### config.mk
export PLATFORM = sky130hd
export DESIGN_NAME = step_pulse_gen
export DESIGN_NICKNAME = d
export VERILOG_FILES = /design/src/rtl/step_pulse_gen.sv
export SDC_FILE = /design/constraint.sdc
export NUM_CORES = 1
export LEC_CHECK = 0
export ABC_AREA = 1
export CAP_MARGIN = 20
export CORE_ASPECT_RATIO = 1.4
export CORE_MARGIN = 2
export CORE_UTILIZATION = 30
export DETAILED_ROUTE_END_ITERATION = 8
export GPL_TIMING_DRIVEN = 0
export PLACE_DENSITY = 0.5
export REMOVE_ABC_BUFFERS = 1
export SLEW_MARGIN = 20
export SYNTH_ARGS = -nofsm -noshare
export SYNTH_HDL_FRONTEND = slang
export SYNTH_SLANG_ARGS = --single-unit
### constraint.sdc
create_clock -name clk -period 1.3 [get_ports clk]
set_input_delay 0.195 -clock clk [delete_from_list [all_inputs] [get_ports clk]]
set_output_delay 0.195 -clock clk [all_outputs]
set_load 0.02 [all_outputs]
### src/rtl/step_pulse_gen.sv
// Turns signed step commands into a ct direction level plus |step| cn pulses,
// tracking the expected counter value on pos. Optional abort input: STEP_PULSE_GEN_ABORT_EN.
module step_pulse_gen #(
  parameter int WIDTH  = 5,
  parameter int STEP_W = 6,
  parameter int HOLD   = 1
) (
  input  logic              clk,
  input  logic              rst,
  input  logic              cmd_valid,
  input  logic [STEP_W-1:0] cmd_step,
`ifdef STEP_PULSE_GEN_ABORT_EN
  input  logic              abort,
`endif
  output logic              cmd_ready,
  output logic              ct,
  output logic              cn,
  output logic              busy,
  output logic              done,
  output logic [WIDTH-1:0]  pos,
  output logic [2:0]        dbg_state
);

  // Handshake: a command transfers on a rising edge where cmd_valid && cmd_ready;
  // cmd_ready is high only in IDLE outside reset, and nothing is queued.

  localparam int MAG_W  = STEP_W + 1;
  localparam int HOLD_W = (HOLD > 1) ? $clog2(HOLD) : 1;

  typedef enum logic [2:0] {
    S_IDLE  = 3'd0,
    S_SETUP = 3'd1,
    S_HIGH  = 3'd2,
    S_LOW   = 3'd3,
    S_DONE  = 3'd4
  } state_t;

  state_t             state_q, state_d;
  logic [MAG_W-1:0]   rem_q, rem_d;
  logic [HOLD_W-1:0]  hold_q, hold_d;
  logic               dir_q, dir_d;
  logic               abort_q, abort_d;
  logic [WIDTH-1:0]   pos_q, pos_d;
  logic               ct_q, ct_d;
  logic               cn_q, cn_d;
  logic               busy_q, busy_d;
  logic               done_q, done_d;

  logic               abort_in;
  logic               hold_last;
  logic [MAG_W-1:0]   step_ext;
  logic [MAG_W-1:0]   step_mag;

`ifdef STEP_PULSE_GEN_ABORT_EN
  assign abort_in = abort;
`else
  assign abort_in = 1'b0;
`endif

  // One extra bit so the most negative step still has a representable magnitude.
  assign step_ext  = {cmd_step[STEP_W-1], cmd_step};
  assign step_mag  = step_ext[MAG_W-1] ? (~step_ext + 1'b1) : step_ext;
  assign hold_last = (hold_q == HOLD_W'(HOLD - 1));

  always_comb begin
    state_d = state_q;
    rem_d   = rem_q;
    hold_d  = hold_q;
    dir_d   = dir_q;
    abort_d = abort_q;
    case (state_q)
      S_IDLE: begin
        abort_d = 1'b0;
        hold_d  = '0;
        if (cmd_valid) begin
          dir_d   = cmd_step[STEP_W-1];
          rem_d   = step_mag;
          state_d = S_SETUP;
        end
      end
      S_SETUP: begin
        hold_d = '0;
        if (abort_in || (rem_q == '0)) state_d = S_DONE;
        else                           state_d = S_HIGH;
      end
      S_HIGH: begin
        abort_d = abort_q | abort_in;
        if (hold_last) begin
          hold_d  = '0;
          rem_d   = rem_q - 1'b1;
          state_d = S_LOW;
        end else begin
          hold_d = hold_q + 1'b1;
        end
      end
      S_LOW: begin
        abort_d = abort_q | abort_in;
        if (hold_last) begin
          hold_d  = '0;
          state_d = ((rem_q != '0) && !(abort_q || abort_in)) ? S_HIGH : S_DONE;
        end else begin
          hold_d = hold_q + 1'b1;
        end
      end
      S_DONE: begin
        abort_d = 1'b0;
        state_d = S_IDLE;
      end
      default: state_d = S_IDLE;
    endcase
  end

  // Outputs are registered from the next state so they line up with state_q.
  always_comb begin
    pos_d  = pos_q;
    ct_d   = ct_q;
    cn_d   = (state_d == S_HIGH);
    busy_d = (state_d != S_IDLE);
    done_d = (state_d == S_DONE);
    if (state_d == S_SETUP) ct_d = dir_d;
    if ((state_d == S_HIGH) && (state_q != S_HIGH)) begin
      pos_d = ct_q ? (pos_q - 1'b1) : (pos_q + 1'b1);
    end
  end

  always_ff @(posedge clk) begin
    if (rst) begin
      state_q <= S_IDLE;
      rem_q   <= '0;
      hold_q  <= '0;
      dir_q   <= 1'b0;
      abort_q <= 1'b0;
      pos_q   <= '0;
      ct_q    <= 1'b0;
      cn_q    <= 1'b0;
      busy_q  <= 1'b0;
      done_q  <= 1'b0;
    end else begin
      state_q <= state_d;
      rem_q   <= rem_d;
      hold_q  <= hold_d;
      dir_q   <= dir_d;
      abort_q <= abort_d;
      pos_q   <= pos_d;
      ct_q    <= ct_d;
      cn_q    <= cn_d;
      busy_q  <= busy_d;
      done_q  <= done_d;
    end
  end

  assign cmd_ready = (state_q == S_IDLE) && !rst;
  assign ct        = ct_q;
  assign cn        = cn_q;
  assign busy      = busy_q;
  assign done      = done_q;
  assign pos       = pos_q;
  assign dbg_state = state_q;

endmodule

==> out/results.tsv <==
stage	metric	value	unit
cts	largest buffer count on any clock path	2	
placed_design	HPWL after DPL	2.02	mm
route	number of DRC violations after detailed routing	0	
synthesis	Yosys warning count	0	
route	vias per cell	4.79	
global_route	pin count of the biggest net entering global routing	13	
sta	sum of negative setup slack	0	ns
finish	final antenna diode count	0	
hold_path	Hold Path Class	in -> reg	
sta	fraction of the cycle the final worst path needs	0.978	
cts	H-Tree Depth	1	
route	routed via count	1126	
sta	timing-limited maximum frequency	0.787	GHz
finish	layout net count	209	
global_route	GRT Overall Usage	0.128	
synthesis	synthesized cell area	1180	um2
critical_path	endpoint required time on the critical path	1.46	ns
sta	worst relative slew slack	0.793	
route	post-route ant nets	0	
synthesis	portion of synthesized cell area occupied by the leading cell type	0.321	
placed_design	weighted congestion at the end of routability-driven global placement	0.757	
sta	Max Slew Vio Count	0	
critical_path	biggest fanout along the worst timing path	6	
floorplan	initial standard-cell utilization of the core	0.307	
global_route	number of antenna violations at the first check in global routing	0	
hold_path	Cells on Worst Hold Path	2	
synthesis	most numerous cell types in the synthesized netlist	nand2_1 (30), nor2_1 (28), dfxtp_1 (19), inv_1 (19), nand3_1 (15)	
pwr	sum of internal, switching and leakage power	2.05	mW
sta	setup repair after global routing missed its margin	yes	
global_route	vias in the first global route	1053	
critical_path	worst-case reg-to-reg path depth	7	
synthesis	top cell type by total area after synthesis	dfxtp_1	
global_route	global-route wire length before repair	4.57	mm
cts	CTS tree	yes	
route	DRT iter0 DRCs	25	
route	Routed wire per std cell	11.6	um
floorplan	die area	4470	um2
floorplan	Die X-Extent	57.1	um
cts	Clk Tree Root Cell	clkbuf_8	
cts	clock transition at the registers of the reported paths	0.07	ns
floorplan	count of boundary I/O pins	22	
finish	layout cell share with drive strength beyond 1	0.297	
pwr	static leakage power	0.764	nW
synthesis	number of synthesized flops with an enable pin	0	
global_route	total congestion overflow after global routing	0	
sta	Worst-Margin Slew	0.309	ns
pwr	P per Cell Area	1220	nW/um2
synthesis	sequential element share of the synthesized area	0.321	
route	detailed-routing iteration count for the pre-antenna-repair pass	4	
sta	final hold viol count	0	
floorplan	die span in y	78.3	um
floorplan	core region area	3850	um2
critical_path	data arrival time of the worst path	1.43	ns
synthesis	largest cells by area after synthesis	dfxtp_1 (32%), nand2_1 (9.5%), nor2_1 (8.9%)	
synthesis	Yosys reg bits	19	
finish	filler instances	423	
synthesis	fraction of synthesis flops using an asynchronous set or reset pin	0	
sta	final setup vio count	0	
cts	Num CTS Buffers	3	
cts	clock latency on the worst-skew pair	0.26	ns
sta	worst hold-check slack	0.280	ns
finish	layout overhead on the synthesized area	42.2	%
run_status	result of the run	complete, no violations	
sta	final worst path period need	1.27	ns
critical_path	CP startpoint kind	input pin	
critical_path	Setup crit end kind	flip-flop	
placed_design	count of input and output buffers	21	
route	wire length after detailed routing	2.72	mm
run	max-cap viol count	0	
critical_path	CP Class	in -> reg	
synthesis	most common cell in the netlist	nand2_1	
sta	Worst Skew	0.00133	ns
cts	CTS sink cnt	19	
pwr	maximum resistive drop on vdd	0.000657	V
synthesis	Post-synth top flop	dfxtp_1	
synthesis	syn_area_per_cell	7.26	um2
synthesis	Syn Inst Count	163	
floorplan	row cnt	27	
synthesis	count of different cell masters after synthesis	31	
cts	cts-stage hold buffer count	0	
## metal layers
metal  share of wire  global-route usage
met3           0.050              0.0115
met2            0.51               0.225
met1            0.42               0.147
met4           0.021              0.0744
met5               0                   0
## through the flow
stage          setup WS (ns)  instances  area (um2)   util
2_1_floorplan         -0.166        161        1170      -
3_3_place_gp          -0.697        225        1440  0.374
3_5_place_dp          -0.733        225        1440  0.374
4_1_cts              -0.0374        229        1510  0.391
5_1_grt              -0.0545        235        1680  0.437
6_report              0.0291        235        1680  0.437
## logic make-up (layout without fill, tap and decap cells)
family	after synthesis	count (layout)	share of synthesized area
fa+ha+maj	7	7	0.0803
xor+xnor	4	4	0.0296
flops	19	19	0.321
compound gates	24	24	0.132
buf+inv	23	51	0.0740
simple gates	86	87	0.363
## final cells by class
| type | count | area, um2 | area share |
|---|---|---|---|
| clock buffers | 3 | 41.3 | 0.0245 |
| repair buffers | 26 | 228 | 0.135 |
| inverters | 21 | 86.3 | 0.0513 |
| flip-flops and latches | 19 | 397 | 0.236 |
| clock inverters | 1 | 7.51 | 0.00446 |
| multi-input cells | 122 | 870 | 0.517 |
| well taps | 43 | 53.8 | 0.0320 |
## report_power, final
| group | total, mW | internal (mW) | switching, mW |
|---|---|---|---|
| sequential | 0.760 | 0.663 | 0.0976 |
| combinational | 0.864 | 0.360 | 0.504 |
| clock | 0.428 | 0.216 | 0.211 |
| total | 2.05 | 1.24 | 0.813 |
## path summary, 6_finish.rpt
kind / start / end / slack (ns)
setup / recovery: cmd_valid / pos[1] / 0.03
hold / removal: rst / pos[2] / 0.28
setup reg to reg: pos[1] / pos[4] / 0.06
hold reg to reg: rem_q[6] / rem_q[6] / 0.48
## cell usage in the layout, fill, tap and decap left out, types with 4 or more instances in the layout
master	synthesis	layout
o21ai_1	6	5
nand2_2	2	4
dfxtp_1	19	12
a21oi_2	2	4
a21oi_1	6	4
nor2_1	28	26
dlygate4sd2_1	0	12
nand3_1	15	13
nand3_4	2	4
dfxtp_2	0	4
clkdlybuf4s50_1	0	5
nand2_1	30	28
inv_2	2	5
inv_1	19	13
buf_4	0	6
## repair_timing
item / in CTS / in global routing
setup endpoints to repair: 25 / 15
gates cloned: 0 / 1
pin swaps: 3 / 11
buffers inserted: 0 / 5
gates resized for setup: 31 / 38
## registers in the layout (all words and copies together), names as in the netlist
register,flops
done,1
cn,1
rem_q,7
ct,1
busy,1
dbg_state,3
pos,5
## critical path, cell delays in order
cell,delay [ns]
clkdlybuf4s50_1,0.51
o211ai_4,0.33
nand3_4,0.17
o21ai_2,0.18
nor2_1,0.05
Power figures use the tool's default switching activity.
